$ cat src/rtl/riscv_trace_buffer.sv
// Retire-trace capture buffer: circular history, trigger/post-capture freeze, oldest-first drain.
// Optional per-entry timestamps are built when TRACE_TIMESTAMP_EN is defined.

module riscv_trace_lane (
  input  logic        vld,
  input  logic        trig_en,
  input  logic [31:0] pc,
  input  logic [31:0] trig_pc,
  output logic        hit
);
  assign hit = vld & trig_en & (pc == trig_pc);
endmodule

module riscv_trace_buffer #(
  parameter int LANES = 2,
  parameter int DEPTH = 32,
  parameter int TS_W  = 16
) (
  input  logic                     clk_i,
  input  logic                     rst_ni,
  input  logic [LANES-1:0]         retire_valid_i,
  input  logic [32*LANES-1:0]      retire_pc_i,
  input  logic [32*LANES-1:0]      retire_instr_i,
  input  logic                     arm_i,
  input  logic                     trig_en_i,
  input  logic [31:0]              trig_pc_i,
  input  logic                     force_trig_i,
  input  logic [$clog2(DEPTH):0]   post_cnt_i,
  output logic                     rd_valid_o,
  input  logic                     rd_ready_i,
  output logic [31:0]              rd_pc_o,
  output logic [31:0]              rd_instr_o,
  output logic [TS_W-1:0]          rd_ts_o,
  output logic [1:0]               state_o,
  output logic                     wrapped_o,
  output logic [$clog2(DEPTH):0]   count_o
);
  localparam int AW = $clog2(DEPTH);
  localparam int CW = AW + 1;
  localparam logic [CW:0] DEPTH_S = (CW+1)'(DEPTH);

  typedef enum logic [1:0] {IDLE = 2'd0, ARMED = 2'd1, POST = 2'd2, FROZEN = 2'd3} state_e;
  typedef struct packed {
    logic [31:0] pc;
    logic [31:0] instr;
  } entry_t;

  state_e                    state_q;
  logic [AW-1:0]             wr_ptr_q, rd_ptr_q;
  logic [CW-1:0]             count_q, post_q;
  logic                      wrapped_q;
  entry_t                    mem [DEPTH];

  logic [LANES-1:0]          hit, we;
  logic [LANES-1:0][AW-1:0]  off;
  logic [CW-1:0]             n_wr;
  logic [CW:0]               sum, excess;
  logic                      trig, ovf, rd_fire;

  for (genvar k = 0; k < LANES; k++) begin : g_lane
    riscv_trace_lane u_lane (
      .vld     (retire_valid_i[k]),
      .trig_en (trig_en_i),
      .pc      (retire_pc_i[32*k +: 32]),
      .trig_pc (trig_pc_i),
      .hit     (hit[k])
    );
  end

  // Compact valid lanes in program order; in POST only the remaining budget is kept.
  always_comb begin
    we   = '0;
    off  = '0;
    n_wr = '0;
    for (int k = 0; k < LANES; k++) begin
      if (retire_valid_i[k] && !arm_i &&
          (state_q == ARMED || (state_q == POST && n_wr < post_q))) begin
        we[k]  = 1'b1;
        off[k] = n_wr[AW-1:0];
        n_wr   = n_wr + CW'(1);
      end
    end
  end

  assign trig    = (state_q == ARMED) && (force_trig_i || (|hit));
  assign sum     = {1'b0, count_q} + {1'b0, n_wr};
  assign ovf     = sum > DEPTH_S;
  assign excess  = sum - DEPTH_S;
  assign rd_fire = rd_valid_o & rd_ready_i;

  always_ff @(posedge clk_i or negedge rst_ni) begin
    if (!rst_ni) begin
      state_q   <= IDLE;
      wr_ptr_q  <= '0;
      rd_ptr_q  <= '0;
      count_q   <= '0;
      post_q    <= '0;
      wrapped_q <= 1'b0;
    end else if (arm_i) begin
      state_q   <= ARMED;
      wr_ptr_q  <= '0;
      rd_ptr_q  <= '0;
      count_q   <= '0;
      post_q    <= '0;
      wrapped_q <= 1'b0;
    end else begin
      case (state_q)
        ARMED, POST: begin
          wr_ptr_q <= wr_ptr_q + n_wr[AW-1:0];
          // Overflow drops the oldest entries so the window always ends at the newest write.
          if (ovf) begin
            rd_ptr_q  <= rd_ptr_q + excess[AW-1:0];
            count_q   <= DEPTH_S[CW-1:0];
            wrapped_q <= 1'b1;
          end else begin
            count_q <= sum[CW-1:0];
          end
          if (state_q == ARMED) begin
            if (trig) begin
              post_q  <= post_cnt_i;
              state_q <= (post_cnt_i == '0) ? FROZEN : POST;
            end
          end else begin
            post_q <= post_q - n_wr;
            if (post_q == n_wr) state_q <= FROZEN;
          end
        end
        FROZEN: begin
          if (rd_fire) begin
            rd_ptr_q <= rd_ptr_q + AW'(1);
            count_q  <= count_q - CW'(1);
          end
        end
        default: ;
      endcase
    end
  end

`ifdef TRACE_TIMESTAMP_EN
  logic [TS_W-1:0] ts_q;
  logic [TS_W-1:0] ts_mem [DEPTH];

  always_ff @(posedge clk_i or negedge rst_ni) begin
    if (!rst_ni) ts_q <= '0;
    else         ts_q <= ts_q + TS_W'(1);
  end

  always_ff @(posedge clk_i) begin
    for (int k = 0; k < LANES; k++)
      if (we[k]) ts_mem[wr_ptr_q + off[k]] <= ts_q;
  end

  assign rd_ts_o = ts_mem[rd_ptr_q];
`else
  assign rd_ts_o = '0;
`endif

  always_ff @(posedge clk_i) begin
    for (int k = 0; k < LANES; k++)
      if (we[k]) mem[wr_ptr_q + off[k]] <= '{pc: retire_pc_i[32*k +: 32], instr: retire_instr_i[32*k +: 32]};
  end

  assign rd_valid_o = (state_q == FROZEN) && (count_q != '0);
  assign rd_pc_o    = mem[rd_ptr_q].pc;
  assign rd_instr_o = mem[rd_ptr_q].instr;
  assign state_o    = state_q;
  assign wrapped_o  = wrapped_q;
  assign count_o    = count_q;
endmodule

$ cat config.mk
export PLATFORM = sky130hd
export DESIGN_NAME = riscv_trace_buffer
export DESIGN_NICKNAME = d
export VERILOG_FILES = /design/src/rtl/riscv_trace_buffer.sv
export SDC_FILE = /design/constraint.sdc
export NUM_CORES = 2
export LEC_CHECK = 0
export CAP_MARGIN = 10
export CORE_MARGIN = 1
export CORE_UTILIZATION = 45
export CTS_CLUSTER_DIAMETER = 30
export DETAILED_ROUTE_END_ITERATION = 6
export GPL_TIMING_DRIVEN = 0
export HOLD_SLACK_MARGIN = 0.05
export SKIP_LAST_GASP = 1
export SLEW_MARGIN = 20
export SYNTH_ARGS = -nofsm -noshare
export SYNTH_HDL_FRONTEND = slang
export SYNTH_SLANG_ARGS = --single-unit
export TNS_END_PERCENT = 30
$ cat constraint.sdc
create_clock -name clk_i -period 9.9 [get_ports clk_i]
set_clock_uncertainty 0.05 [all_clocks]
set_input_delay 1.98 -clock clk_i [delete_from_list [all_inputs] [get_ports clk_i]]
set_output_delay 1.98 -clock clk_i [all_outputs]
set_load 0.02 [all_outputs]
==> results.yml <==
synthesis:
  yosys-top-cells-area: "edfxtp_1 (58%), mux2_2 (16%), mux4_2 (13%)"
  async_flop_share_pct: 1.21
  syn_avg_cell_area_sq_um: 17.3
  synth_fa_ha_area_share_pct: 0.260
  synth.top_cell.area_share_pct: 57.5
  yosysWarningCount: 0
  synth_xor_area_share_pct: 0.692
  ys_seq_elements: 2073
  syn_inst: 6177
  synth_area_leader_cell: "edfxtp_1"
  synth_ff_type: "edfxtp_1"
  seq_area_frac_synth_pct: 58.1
  synth_top_family_by_area: "multiplexers"
  synth.area.mux_share_pct: 35.1
  synth-simple-area-share_pct: 1.57
  synth_edf_count: 2048
  synth_area_sq_um: 107000
  synth-compound-area-share_pct: 0.711
  yosysUniqueCellTypes: 68
clocking:
  cts_buffer_depth: 4
  numCtsBuffers: 494
  clk_pin_slew_ps: 50
  post_cts.repair.setup_buffers: 0
  cts.hold.buffers_added: 0
  tritoncts: "built"
  clkLatencyLatePin_ps: 1010
  h-tree-depth: 5
  clock-sinks: 2073
  cts_resized: 0
  cts_root_buf: "clkbuf_16"
run:
  drv_cap: 0
critical_path:
  critPathArrivalTime_ps: 5970
  r2r_slack_ps: 3380
  required_ps: 7870
  reg2reg_depth: 19
  worst_setup_path_start_kind: "register"
  worstPathMaxFanout: 10
  end_kind: "output port"
  timing.rr.end: "mem[2][34]"
  critPathKind: "reg -> out"
  r2r-start: "state_o[1]"
global_routing:
  grt_max_degree: 23
  met3_usage_pct: 9.89
  grt_overflow_total: 0
  grt_pass1_wl_mm: 554
  grtUsageMet1_pct: 45.1
  antenna_found_initial: 29
  grt.total_usage_pct: 34.1
  groute.layer.met2.usage_pct: 51.7
  grt_most_used_layer: "met2"
  grt_pass1_vias: 68900
route:
  drt-wirelength-per-cell_um: 38.3
  drt_first_pass_iters: 5
  num_vias: 68400
  vias_per_cell: 6.40
  drc: 0
  drtIter0Drc: 9156
  ant_nets: 0
  wl_mm: 410
floorplanning:
  rows: 178
  die_height_um: 489
  core_area_sq_um: 236000
  die_w_um: 489
  io_pins: 264
  dieArea_sq_um: 239000
  start_util_pct: 45.4
finish:
  n_fill_cell: 18000
  drive_gt1_share_pct: 46.7
  syn2layout_area_growth_pct: 27.0
  multiInputGateArea_sq_um: 41500
  regArea_sq_um: 62100
  final_util_pct: 57.6
  fin_nets: 7321
sta:
  fin_crit_sh_pct: 80.8
  hold_viol_final: 0
  slew-limit-headroom_pct: 14.6
  tns_ps: 0
  slew_violations: 0
  rsz0062_at_grt: "no"
  period_minus_slack_ps: 8000
  setup_viol: 0
  max_freq_ghz: 0.125
  tightest_slew_ps: 1280
power_and_ir_drop:
  power_leakage_nw: 45.4
  p_per_area_nw_per_um2: 248
  p_total_mw: 33.6
  peakVddDrop_v: 0.000173
place:
  gp_congestion: 0.870
  portBuffers: 247
  hpwl_mm: 284
min_path:
  hp-start: "wrapped_o"
  worstHoldPathCells: 1
  holdPathEnd: "wrapped_o"
  hp-class: "reg -> reg"
outcome:
  status: "finished clean"
-- routing by layer --
| layer | wire [um] | share of wire (%) | vias up |
|---|---|---|---|
| li1 | - | - | 26700 |
| met1 | 157000 | 38 | 35900 |
| met2 | 185000 | 45 | 4726 |
| met3 | 47400 | 12 | 1012 |
| met4 | 20200 | 4.9 | 22 |
| met5 | 320 | 0.078 | - |
-- worst max-delay path by stage --
| stage | depth (start not counted) | slack, ps | to | start |
|---|---|---|---|---|
| floorplan | 5 | 1720 | mem[30][0] | arm_i |
| global placement | 5 | -9900 | mem[1][28] | arm_i |
| detailed placement | 17 | 1770 | mem[2][30] | arm_i |
| CTS | 8 | 2010 | rd_instr_o[2] | rd_ptr_q[1] |
| global route | 8 | 1990 | rd_instr_o[2] | rd_ptr_q[1] |
| finish | 8 | 1900 | rd_instr_o[2] | rd_ptr_q[1] |
-- cells in the final DEF, fill, tap and decap left out, types with 20 or more instances in the layout --
master           count
buf_12              41
buf_16             134
buf_2              200
buf_4              101
bufinv_16          100
clkbuf_1           507
clkbuf_16          497
clkbuf_2            36
clkdlybuf4s50_1    246
clkinv_1            72
clkinv_2           101
clkinvlp_4          40
dfrtp_1             25
diode_2             20
edfxtp_1          2048
mux2_1             545
mux2_2            1505
mux4_2             640
nand2_1            235
nand3_1             20
nor2_1              40
o21ai_4             20
xor2_1              56
-- cells by family after synthesis --
family,Yosys count
xor+xnor,82
other cells,1
mux,2693
buf+inv,821
simple gates,378
fa+ha+maj,21
flops,2073
compound gates,108
-- synthesized netlist by cell type (all sizes together) (6+ instances only) --
library cell     n
a21oi           19
and2             7
buf            318
clkbuf         487
dfrtp           25
edfxtp        2048
ha              19
inv             16
mux2          2050
mux4           640
nand2          236
nand2b           6
nand3           20
nand3b           6
nor2            45
nor3            19
nor4            15
o21ai           33
o21bai          13
xnor2           21
xor2            60
-- registers in the layout (all words and copies together) (netlist names) --
register   flops
mem         2048
count_o        6
post_q         6
rd_ptr_q       5
wr_ptr_q       5
state_o        2
wrapped_o      1
-- worst max-delay path, stage by stage, from the launching register on --
cell             delay, ps
dfrtp_1                440
clkbuf_2               610
clkbuf_1               980
clkbuf_1               970
mux4_2                 430
mux4_2                 490
nand2_1                100
nand2_1                260
clkdlybuf4s50_1        640
-- metrics by stage --
stage | instance area, sq um | worst slack [ps] | hold WS [ps] | instances
2_1_floorplan | 107000 | 1720 | 496 | 6192
3_3_place_gp | 113000 | -9900 | 473 | 9589
3_5_place_dp | 119000 | 1770 | 463 | 9779
4_1_cts | 136000 | 2010 | 487 | 10700
5_1_grt | 136000 | 1990 | 531 | 10700
6_report | 136000 | 1900 | 485 | 10700
-- final cells by class --
class                   count  share of cell area, %
clock inverters           347                   3.28
well taps                3150                   2.90
plain buffers             805                   2.78
repair buffers            438                   5.30
diodes                     20                 0.0369
multi-input cells        3298                   30.6
clock buffers             551                   9.32
flip-flops and latches   2073                   45.8
inverters                  16                 0.0443
-- power breakdown --
part           switching (mW)  internal, mW  leakage, nW
clock                    5.20          11.6         8.30
sequential             0.0718          9.87         18.8
combinational            3.91          2.89         18.3
total                    9.18          24.4         45.4
(Power assumes the default switching activity.)
